<file path="src/rtl/vertrees_rpt_merge.sv">
`default_nettype none
// ============================================================================
//  Module      : vertrees_rpt_merge
//  Description : Merges report streams from two slave instances (a, b) into a
//                single registered output. Each source has its own FIFO.
//                A round-robin arbiter picks the next report. Saturating
//                per-source accept counters and a sticky stall-overflow flag
//                are also provided.
//  Revision    : 1.0 - initial release
// ============================================================================
module vertrees_rpt_merge #(
  parameter int DW    = 8,
  parameter int DEPTH = 4,
  parameter int CW    = 16
) (
  input  logic          clk,
  input  logic          rst_n,
  input  logic          rpt_a_vld,
  input  logic [DW-1:0] rpt_a_data,
  output logic          rpt_a_rdy,
  input  logic          rpt_b_vld,
  input  logic [DW-1:0] rpt_b_data,
  output logic          rpt_b_rdy,
  output logic          rpt_vld,
  output logic [DW-1:0] rpt_data,
  output logic          rpt_src,
  input  logic          rpt_rdy,
  output logic [CW-1:0] cnt_a,
  output logic [CW-1:0] cnt_b,
  output logic          ovf_err
);

  localparam int IW = $clog2(DEPTH);
  localparam int PW = IW + 1;

  // Per-source views of the two input ports (index 0 = a, 1 = b)
  logic [1:0]    w_vld;
  logic [1:0]    w_rdy;
  logic [1:0]    w_push;
  logic [1:0]    w_pop;
  logic [1:0]    w_ne;
  logic [1:0]    w_full;
  logic [1:0]    w_ovf_hit;
  logic [DW-1:0] w_din  [2];
  logic [DW-1:0] w_head [2];
  logic [CW-1:0] w_cnt  [2];

  // Output slot and arbitration state
  logic          r_live;
  logic          r_vld;
  logic [DW-1:0] r_data;
  logic          r_src;
  logic          r_last;
  logic          r_ovf;
  logic          w_load;
  logic          w_gnt_b;

  assign w_vld    = {rpt_b_vld, rpt_a_vld};
  assign w_din[0] = rpt_a_data;
  assign w_din[1] = rpt_b_data;

  generate
    for (genvar s = 0; s < 2; s++) begin : g_src
      logic [DW-1:0] r_mem [DEPTH];
      logic [PW-1:0] r_wr;
      logic [PW-1:0] r_rd;
      logic [CW-1:0] r_cnt;
      logic [7:0]    r_stall;
      logic          w_stalled;

      // Extra pointer MSB distinguishes full from empty when indices match
      assign w_full[s]    = (r_wr[PW-1] != r_rd[PW-1]) && (r_wr[IW-1:0] == r_rd[IW-1:0]);
      assign w_ne[s]      = (r_wr != r_rd);
      // Ready is suppressed until the first edge after reset release
      assign w_rdy[s]     = r_live & ~w_full[s];
      assign w_push[s]    = w_vld[s] & w_rdy[s];
      assign w_head[s]    = r_mem[r_rd[IW-1:0]];
      assign w_stalled    = w_vld[s] & ~w_rdy[s];
      assign w_ovf_hit[s] = w_stalled && (r_stall == 8'hFF);
      assign w_cnt[s]     = r_cnt;

      // FIFO storage; never visible before being written, so no reset needed
      always_ff @(posedge clk) begin
        if (w_push[s]) r_mem[r_wr[IW-1:0]] <= w_din[s];
      end

      // FIFO pointers, accept counter and stall counter
      always_ff @(posedge clk or negedge rst_n) begin
        if (!rst_n) begin
          r_wr    <= '0;
          r_rd    <= '0;
          r_cnt   <= '0;
          r_stall <= '0;
        end else begin
          if (w_push[s]) r_wr <= r_wr + 1'b1;
          if (w_pop[s])  r_rd <= r_rd + 1'b1;
          if (w_push[s] && (r_cnt != {CW{1'b1}})) r_cnt <= r_cnt + 1'b1;
          if (!w_stalled)             r_stall <= '0;
          else if (r_stall != 8'hFF)  r_stall <= r_stall + 1'b1;
        end
      end
    end
  endgenerate

  // Round-robin: favour the source not granted last when both have data
  assign w_gnt_b  = w_ne[1] & (~w_ne[0] | ~r_last);
  assign w_load   = (~r_vld | rpt_rdy) & (|w_ne);
  assign w_pop[0] = w_load & ~w_gnt_b;
  assign w_pop[1] = w_load &  w_gnt_b;

  // Output slot, last-granted pointer and ready-enable register
  always_ff @(posedge clk or negedge rst_n) begin
    if (!rst_n) begin
      r_live <= 1'b0;
      r_vld  <= 1'b0;
      r_data <= '0;
      r_src  <= 1'b0;
      r_last <= 1'b1;
    end else begin
      r_live <= 1'b1;
      if (w_load) begin
        r_vld  <= 1'b1;
        r_data <= w_gnt_b ? w_head[1] : w_head[0];
        r_src  <= w_gnt_b;
        r_last <= w_gnt_b;
      end else if (rpt_rdy) begin
        r_vld  <= 1'b0;
      end
    end
  end

  // Sticky overflow flag, cleared only by reset
  always_ff @(posedge clk or negedge rst_n) begin
    if (!rst_n)            r_ovf <= 1'b0;
    else if (|w_ovf_hit)   r_ovf <= 1'b1;
  end

  assign rpt_a_rdy = w_rdy[0];
  assign rpt_b_rdy = w_rdy[1];
  assign rpt_vld   = r_vld;
  assign rpt_data  = r_data;
  assign rpt_src   = r_src;
  assign cnt_a     = w_cnt[0];
  assign cnt_b     = w_cnt[1];
  assign ovf_err   = r_ovf;

endmodule
`default_nettype wire

</file>
<file path="config.mk">
export PLATFORM = sky130hd
export DESIGN_NAME = vertrees_rpt_merge
export DESIGN_NICKNAME = d
export VERILOG_FILES = /design/src/rtl/vertrees_rpt_merge.sv
export SDC_FILE = /design/constraint.sdc
export NUM_CORES = 1
export LEC_CHECK = 0
export CAP_MARGIN = 20
export CORE_MARGIN = 2
export CORE_UTILIZATION = 40
export DETAILED_ROUTE_END_ITERATION = 6
export HOLD_SLACK_MARGIN = 0.02
export PLACE_DENSITY = 0.64
export SETUP_SLACK_MARGIN = 0.02
export SYNTH_ARGS = -nofsm -noshare
export SYNTH_HDL_FRONTEND = slang
export SYNTH_SLANG_ARGS = --single-unit
</file>
<file path="constraint.sdc">
create_clock -name clk -period 2.35 [get_ports clk]
set_input_delay 0.235 -clock clk [delete_from_list [all_inputs] [get_ports clk]]
set_output_delay 0.235 -clock clk [all_outputs]
set_load 0.01 [all_outputs]
</file>
==> flow_summary.json, run 1 <==
{
  "status": "finished, final reports clean",
  "yosys.area_share.simple_pct": 11.6,
  "worstPathRequired_ps": 2120,
  "ir_drop_uv": 594,
  "vias": 3552,
  "nNetsFinal": 540,
  "routed_wl_um": 10900,
  "cp_cell_sequence": "xor2_1, o31ai_1, buf_4, inv_1, clkdlybuf4s50_1",
  "power_leakage_nw": 3.00,
  "gp_congestion": 0.798,
  "antenna_found_initial": 0,
  "grt_busiest_layer": "met2",
  "syn-mean-instance-area_um2": 14.2,
  "final_common_cell": "dfrtp_1",
  "yosysWarnings": 0,
  "worst_clock_skew_ps": 7.20,
  "grt-ovfl-total": 0,
  "synthXorXnorAreaFrac_pct": 7.58,
  "drv_cap": 0,
  "drc_errors": 0,
  "dpl.cell_count": 669,
  "synth_cells": 414,
  "fmax_ghz": 0.452,
  "routedWlPerCell_um": 15.6,
  "drv_slew": 0,
  "dieArea_um2": 15700,
  "ys_seq_elements": 137,
  "numClockSinks": 137,
  "firstDrtPassIters": 5,
  "powerDensity_nw_per_um2": 1130,
  "setup_viol": 0,
  "crit_path_end_kind": "output pin",
  "clockBufferDepth": 2,
  "drive_above_1_share_pct": 13.1,
  "synth_cell_type_count": 43,
  "areaGrowthSynthToFinish_pct": 26.6,
  "fin_crit_sh_pct": 94.1,
  "postCtsSetupRepairBufs": 0,
  "insertion_delay_ps": 420,
  "die-width_um": 125,
  "first_global_vias": 3673,
  "setup_tns_ps": 0,
  "rows": 44,
  "ys_seq_area_share_pct": 63.8,
  "worstMarginPinSlew_ps": 929,
  "timing.slew.headroom_pct": 38.1,
  "path_clk_slew_ps": 60,
  "core_area_um2": 14400,
  "gr-usage-met3_pct": 5.18,
  "die_y_um": 125,
  "finalNonFillerCells": 702,
  "synth_nets": 449,
  "grt_usage_pct": 15.3,
  "dpl.hpwl_um": 7440,
  "place_area_um2": 6800,
  "crit_path_start_kind": "register",
  "arrival_ps": 1980,
  "use_met1_pct": 19.8,
  "grt_first_pass_wirelength_um": 18600,
  "grt_max_degree": 74,
  "gr-usage-met2_pct": 24.3,
  "drtIter0Drc": 321,
  "hold_class": "primary input to register",
  "slowest_delay_ps": 460,
  "hold_violations": 0,
  "io_pins": 66,
  "crit_path_top_delay_cell": "clkdlybuf4s50_1",
  "initial_utilization_pct": 40.7,
  "synth_top_family_by_area": "simple AND/OR/NAND/NOR gates",
  "cts_root_buffer": "clkbuf_16",
  "fill_cells": 1225,
  "worst-path-max-fanout": 5,
  "layout_min_cycle_time_ps": 2210,
  "numCtsBuffers": 17,
  "final_cell_mix": "71 x dfrtp_1, 64 x edfxtp_1, 64 x clkdlybuf4s50_1",
  "rsz0062_at_grt": "true",
  "critical_path_class": "register to output pin",
  "power_mw": 8.43,
  "synth_mux_area_share_pct": 7.69,
  "cts_tree": "done",
  "antenna_left": 0,
  "fin_area_um2": 7440,
  "ctsHtreeMaxLevel": 4,
  "synth_area_um2": 5880,
  "n_antenna_cell": 0,
  "synth_compound_area_share_pct": 4.62,
  "synthAdderAreaFrac_pct": 2.98,
  "avgViaCountPerCell": 5.06,
  "finalHoldWorstSlack_ps": 446,
  "port_buffers": 65
}
[area by class of cell]
class	count	area [um2]	area share (%)
clock inverters	14	178	2.39
inverters	11	41.3	0.555
flip-flops and latches	137	3750	50.4
well taps	184	230	3.09
clock buffers	18	439	5.90
multi-input cells	259	2040	27.5
repair buffers	79	756	10.2
[worst paths after layout]
| path | start | endpoint | slack, ps | depth (start not counted) |
|---|---|---|---|---|
| max in group asynchronous | rst_n | g_src[1].r_wr[0] | 1180 | 2 |
| worst max-delay path | g_src[1].r_wr[1] | rpt_b_rdy | 140 | 5 |
| min in group asynchronous | rst_n | cnt_b[9] | 490 | 2 |
| worst min-delay path | rpt_b_data[0] | g_src[1].r_mem[3][0] | 450 | 1 |
| worst max register to register | g_src[0].r_rd[2] | g_src[0].r_rd[1] | 440 | 4 |
| worst min register to register | rpt_data[5] | rpt_data[5] | 480 | 2 |
[cell families (layout without fill, tap and decap cells)]
kind of cell	count (synthesis)	count (layout)
compound gates	31	31
mux	22	22
simple gates	141	141
xor+xnor	50	50
other cells	1	1
buf+inv	18	122
flops	137	137
fa+ha+maj	14	14
[synthesized netlist by cell type]
| master | number | area (um2) |
|---|---|---|
| dfrtp_1 | 72 | 1800 |
| edfxtp_1 | 64 | 1920 |
| nand2_1 | 43 | 161 |
| xnor2_1 | 34 | 298 |
| nor2_1 | 28 | 105 |
| and3_1 | 17 | 106 |
| nand3_1 | 17 | 85.1 |
| xor2_1 | 15 | 131 |
| ha_1 | 14 | 175 |
| nand4_1 | 12 | 75.1 |
| inv_1 | 11 | 41.3 |
| mux4_2 | 9 | 203 |
| a22oi_1 | 8 | 60.1 |
| and2_1 | 8 | 50.1 |
| mux4_1 | 7 | 184 |
| nor3_1 | 7 | 35.0 |
| a211oi_1 | 4 | 30.0 |
| mux2_2 | 4 | 45.0 |
| o21ai_0 | 4 | 20.0 |
| a31oi_1 | 3 | 18.8 |
| buf_4 | 3 | 22.5 |
| a21o_1 | 2 | 15.0 |
| and4_1 | 2 | 17.5 |
| buf_2 | 2 | 10.0 |
| buf_6 | 2 | 22.5 |
| mux2i_1 | 2 | 20.0 |
| nor2b_1 | 2 | 12.5 |
| o2111a_1 | 2 | 22.5 |
| o31ai_1 | 2 | 15.0 |
| a221oi_2 | 1 | 15.0 |
| a311oi_4 | 1 | 26.3 |
| conb_1 | 1 | 3.75 |
| dfstp_2 | 1 | 26.3 |
| nand2b_1 | 1 | 6.26 |
| nand3b_1 | 1 | 7.51 |
| nor3b_1 | 1 | 7.51 |
| nor4_1 | 1 | 6.26 |
| o211a_1 | 1 | 10.0 |
| o21ai_1 | 1 | 5.00 |
| o311ai_2 | 1 | 16.3 |
| o31a_4 | 1 | 17.5 |
| or3_1 | 1 | 6.26 |
| xnor2_2 | 1 | 16.3 |
[critical path, delay by kind of cell, from the launching register on]
kind            cells  cell delay (ps)
xor+xnor            1              210
flops               1              440
compound gates      1              230
buf+inv             3              680
[flip-flops by register name, summed over array words and instances (netlist names)]
register / flops
rpt_vld: 1
g_src.r_rd: 6
g_src.r_wr: 6
r_last: 1
g_src.r_stall: 16
g_src.r_mem: 64
rpt_src: 1
cnt_a: 16
r_live: 1
cnt_b: 16
rpt_data: 8
ovf_err: 1
[where the power goes]
part	switching, mW	internal [mW]	leakage (nW)
clock	1.10	1.64	0.297
combinational	1.14	1.21	1.18
sequential	0.371	2.98	1.52
total	2.61	5.82	3.00
[through the flow]
| stage | setup slack [ps] | util [%] |
|---|---|---|
| 4_1_cts | 59.7 | 51.5 |
| 3_5_place_dp | 194 | 47.1 |
| 5_1_grt | -11.6 | 51.6 |
| 6_report | 139 | 51.6 |
| 3_3_place_gp | 252 | 47.1 |
| 2_1_floorplan | 517 | - |
[repair_timing]
item,in CTS,in global routing
gates resized for setup,0,3
hold buffers,1,0
hold endpoints to repair,72,0
setup endpoints to repair,0,2
[routing by layer]
metal | vias to the layer above | share of wire, % | wire length [um]
met5 | - | 0 | 0
met1 | 1756 | 44 | 4870
met3 | 13 | 5.3 | 585
met4 | 0 | 1.3 | 138
li1 | 1702 | - | -
met2 | 81 | 49 | 5360
Power figures use the tool's default switching activity.
==> run 2, diff against run 1 <==
Settings changed: CORE_ASPECT_RATIO set to 1.5.
Clock period 2.35 ns to 2.4 ns, I/O delays scaled along.
==> run 2 against run 1 <==
  * Non-clock buffer count decreased by 2
  * Hold slack got worse by 73 ps
  * Final cell count increased by 1.4%
  * Clock skew increased by 3.1 ps
  * Sequential cell count unchanged
  * Utilization decreased by 0.12 points
  * Register-to-register slack got worse by 20 ps
  * Critical path depth unchanged
  * Die area increased by 0.13%
  * Via count decreased by 0.17%
  * Critical path type unchanged
  * Largest cell class unchanged
==> flow_summary.json, run 2 (synthesized netlist as in run 1, its figures left out) <==
{
  "fill_cells": 1275,
  "r2r-start": "g_src[1].r_wr[0]",
  "worst-path-max-fanout": 5,
  "reg2regPathDepth": 4,
  "routedWlPerCell_um": 16.0,
  "antenna_found_initial": 0,
  "drive_above_1_share_pct": 12.8,
  "n_antenna_cell": 0,
  "arrival_ps": 2020,
  "cts_tree": "done",
  "grt_first_pass_wirelength_um": 19100,
  "numClockSinks": 137,
  "pwr-share-clk_pct": 31.9,
  "areaGrowthSynthToFinish_pct": 26.6,
  "drtIter0Drc": 136,
  "antenna_left": 0,
  "numCtsBuffers": 17,
  "grt_usage_pct": 15.8,
  "die-width_um": 103,
  "die_y_um": 152,
  "cts_root_buffer": "clkbuf_16",
  "setup_viol": 0,
  "first_global_vias": 3709,
  "grt-ovfl-total": 0,
  "p_comb_share_pct": 28.1,
  "powerDensity_nw_per_um2": 1100,
  "setup_slack_ps": 143,
  "avgViaCountPerCell": 4.98,
  "rows": 54,
  "drc_errors": 0,
  "finalHoldWorstSlack_ps": 373,
  "dp_slack_ps": 255,
  "final_cell_mix": "72 x dfrtp_1, 64 x edfxtp_1, 64 x clkdlybuf4s50_1",
  "port_buffers": 65,
  "io_pins": 66,
  "crit_path_end_kind": "output pin",
  "power_mw": 8.22,
  "core_area_um2": 14500,
  "routed_wl_um": 11400,
  "pwr-share-seq_pct": 39.9,
  "setup_tns_ps": 0,
  "fin_crit_sh_pct": 94.1,
  "ctsHtreeMaxLevel": 4,
  "crit_path_start_kind": "register",
  "initial_utilization_pct": 40.6,
  "sw_frac_of_total_pct": 32.0,
  "power_leakage_nw": 2.99,
  "hold_class": "primary input to asynchronous set/reset pin",
  "dieArea_um2": 15700,
  "layout_min_cycle_time_ps": 2260,
  "fmax_ghz": 0.443,
  "insertion_delay_ps": 420,
  "critical_path.startpoint": "g_src[1].r_wr[1]",
  "hold_violations": 0,
  "dpl.hpwl_um": 7920,
  "timing.slew.headroom_pct": 65.0,
  "postCtsSetupRepairBufs": 0,
  "p_int_mw": 5.59,
  "ir_drop_uv": 578,
  "firstDrtPassIters": 4,
  "critical_path_class": "register to output pin",
  "worstMarginPinSlew_ps": 525,
  "rsz0062_at_grt": "true",
  "status": "finished, final reports clean",
  "drv_cap": 0,
  "grt_max_degree": 74,
  "largest_reg_flops": 64,
  "final_common_cell": "dfrtp_1",
  "vias": 3546,
  "path_clk_slew_ps": 60,
  "worst_clock_skew_ps": 10.3,
  "drv_slew": 0,
  "gp_congestion": 0.803,
  "power.switching_mw": 2.63,
  "worstPathRequired_ps": 2160,
  "nNetsFinal": 538,
  "clockBufferDepth": 2
}
run 2: cell count changes in the layout (fill, tap and decap cells not counted):
cell | previous run | this run
inv_8 | 3 | 7
buf_4 | 14 | 11
inv_6 | 6 | 3
buf_12 | 0 | 1
bufinv_16 | 2 | 1
clkbuf_8 | 1 | 0
clkinv_4 | 0 | 1
dfrtp_1 | 71 | 72
dfrtp_2 | 1 | 0
o31ai_1 | 2 | 1
o31ai_2 | 0 | 1
run 2: area by class of cell:
cell class / instances / area [um2] / area share [%]
Sequential cell: 137 / 3750 / 50.4
Multi-Input combinational cell: 259 / 2050 / 27.5
Timing Repair Buffer: 77 / 753 / 10.1
Clock buffer: 17 / 425 / 5.72
Tap cell: 196 / 245 / 3.30
Clock inverter: 15 / 175 / 2.35
Inverter: 11 / 41.3 / 0.555
run 2: routing by layer:
metal	vias to the layer above	global-route usage, %	wire length (um)
li1	1696	-	-
met2	57	26.3	6080
met4	0	5.76	208
met3	13	3.94	354
met1	1780	19.7	4760
met5	-	0	0
run 2: what timing repair did:
action	CTS	global route
hold buffers	1	0
setup endpoints to repair	0	2
hold endpoints to repair	72	0
resized for setup	0	3
run 2: power by group through the flow:
stage / clock, mW / sequential, mW / combinational (mW)
6_report: 2.63 / 3.28 / 2.31
3_5_place_dp: 0 / 3.32 / 2.31
2_1_floorplan: 0 / 3.29 / 1.44
5_1_grt: 2.80 / 3.34 / 2.56
3_3_place_gp: 0 / 3.29 / 2.26
4_1_cts: 2.69 / 3.27 / 2.33
run 2: final timing paths:
kind / endpoint / slack, ps
max: rpt_b_rdy / 140
min: cnt_b[8] / 370
max reg2reg: g_src[1].r_mem[2][6] / 420
min reg2reg: rpt_data[7] / 470
max in group asynchronous: r_last / 1670
min in group clk: g_src[1].r_mem[1][2] / 450
run 2: critical path, stage by stage, from the launching register on:
cell and delay [ps]:
dfrtp_1 450, xor2_1 210, o31ai_2 270, buf_4 170, inv_1 40, clkdlybuf4s50_1 460
run 2: stage by stage:
step	utilization, %	instances	cell area, um2
final	51.5	712	7440
after detailed placement	47.1	679	6810
after CTS	51.3	712	7420
after global routing	51.5	712	7440
after global placement	47.1	679	6810
after floorplan	-	414	5880
==> run 3, diff against run 2 <==
Settings changed: CORE_ASPECT_RATIO 1.5 to not set, CORE_UTILIZATION 40 to 23, PLACE_DENSITY 0.64 to 0.43.
==> run 3 against run 2 <==
  * First-iteration DRC count up 30%
  * Routed wire length increased by 8.8%
  * Global-route usage decreased by 5.8 points
  * Final cell count is 20% higher
  * Clock power barely moved
  * Maximum frequency is 0.97% higher
  * Utilization is 21 points lower
  * Non-clock buffer count increased by 5
  * Register-to-register slack better by 40 ps
  * Die area grew 71%
  * Largest power group unchanged
==> flow_summary.json, run 3 (synthesized netlist as in run 1, its figures left out) <==
{
  "slowest_delay_ps": 460,
  "grt_usage_pct": 9.99,
  "postCtsSetupRepairBufs": 0,
  "dpl.cell_count": 818,
  "cp.depth": 5,
  "timing.slew.headroom_pct": 63.1,
  "final_cell_mix": "72 x dfrtp_1, 64 x edfxtp_1, 64 x clkdlybuf4s50_1",
  "drv_slew": 0,
  "nNetsFinal": 543,
  "power_leakage_nw": 3.00,
  "fin_area_um2": 7620,
  "setup_tns_ps": 0,
  "vias": 3583,
  "finalNonFillerCells": 851,
  "final_common_cell": "dfrtp_1",
  "core_area_um2": 25100,
  "first_global_vias": 3766,
  "rsz0062_at_grt": "false",
  "largest_reg_flops": 64,
  "crit_path_end_kind": "output pin",
  "cts_root_buffer": "clkbuf_16",
  "fmax_ghz": 0.447,
  "place_area_um2": 7010,
  "gp_congestion": 0.744,
  "hold_violations": 0,
  "die_y_um": 164,
  "grt_max_degree": 33,
  "crit_buf_inv": 3,
  "dieArea_um2": 26800,
  "layout_min_cycle_time_ps": 2240,
  "reg2regPathDepth": 4,
  "hold_class": "primary input to asynchronous set/reset pin",
  "n_antenna_cell": 0,
  "port_buffers": 65,
  "io_pins": 66,
  "routedWlPerCell_um": 14.6,
  "worstMarginPinSlew_ps": 553,
  "path_clk_slew_ps": 70,
  "numCtsBuffers": 17,
  "status": "finished, final reports clean",
  "grt-ovfl-total": 0,
  "initial_utilization_pct": 23.4,
  "dpl.hpwl_um": 8760,
  "fill_cells": 2542,
  "rows": 58,
  "clockBufferDepth": 2,
  "antenna_found_initial": 0,
  "routed_wl_um": 12400,
  "worst-path-max-fanout": 5,
  "critical_path_class": "register to output pin",
  "firstDrtPassIters": 4,
  "drc_errors": 0,
  "antenna_left": 0,
  "numClockSinks": 137,
  "drv_cap": 0,
  "crit_path_top_delay_cell": "clkdlybuf4s50_1",
  "die-width_um": 164,
  "setup_viol": 0,
  "worst_clock_skew_ps": 10.8,
  "worstPathRequired_ps": 2160,
  "drtIter0Drc": 177,
  "areaGrowthSynthToFinish_pct": 29.7,
  "crit_path_start_kind": "register",
  "ir_drop_uv": 366,
  "arrival_ps": 2000,
  "fin_crit_sh_pct": 93.2,
  "crit_family": "buffers and inverters",
  "drive_above_1_share_pct": 13.2,
  "ctsHtreeMaxLevel": 4,
  "grt_first_pass_wirelength_um": 20400,
  "insertion_delay_ps": 420,
  "avgViaCountPerCell": 4.21,
  "cts_tree": "done",
  "powerDensity_nw_per_um2": 1080,
  "cp_cell_sequence": "xor2_1, o31ai_1, buf_4, inv_1, clkdlybuf4s50_1"
}
[run 3: layout make-up]
class	count	area (um2)	share of cell area, %
clock buffer	18	429	5.63
inverter	11	41.3	0.542
multi-input combinational	259	2040	26.8
timing repair buffer	82	791	10.4
sequential	137	3750	49.2
tap	330	413	5.42
clock inverter	14	153	2.00
[run 3: timing repair]
item,4_1_cts,5_1_grt
endpoints found under the hold margin,29,0
hold buffers,1,0
resized for setup,0,2
endpoints found under the setup margin,0,2
[run 3: path summary, 6_finish.rpt]
path                             startpoint              endpoint  slack, ps
max reg2reg                g_src[0].r_rd[2]      g_src[0].r_rd[1]        460
max in group asynchronous             rst_n              cnt_b[0]       1470
max                        g_src[1].r_wr[1]             rpt_b_rdy        160
min in group clk              rpt_a_data[4]  g_src[0].r_mem[1][4]        460
min                                   rst_n               rpt_src        310
min reg2reg                     rpt_data[7]           rpt_data[7]        470
[run 3: stage by stage]
stage                     setup WS, ps  power [mW]  hold WS [ps]  util, %
after CTS                         61.3        8.36           319     30.3
after global placement             240        5.65           222     27.9
after global routing              35.9        8.75           359     30.4
after detailed placement           206        5.70           230     27.9
final                              164        8.22           311     30.4
after floorplan                    567        4.74         -55.6        -
[run 3: worst register-to-register path: cells and delay by family (launching register included)]
kind                      cells  cell delay, ps
AOI/OAI and AO/OA             1             470
xor gates and xnor gates      1             310
muxes                         1             390
DFF                           1             400
and+or+nand+nor               1             260
[run 3: power breakdown]
group	switching (mW)	total [mW]	leakage [nW]	internal [mW]
clock	1.13	2.61	0.283	1.48
sequential	0.352	3.26	1.52	2.91
combinational	1.15	2.35	1.20	1.20
[run 3: metal layers]
metal	vias up	routed length (um)	GRT usage, %
li1	1712	-	-
met1	1791	5590	12.4
met2	62	6130	16.4
met3	18	421	2.63
met4	0	266	4.35
met5	-	0	0
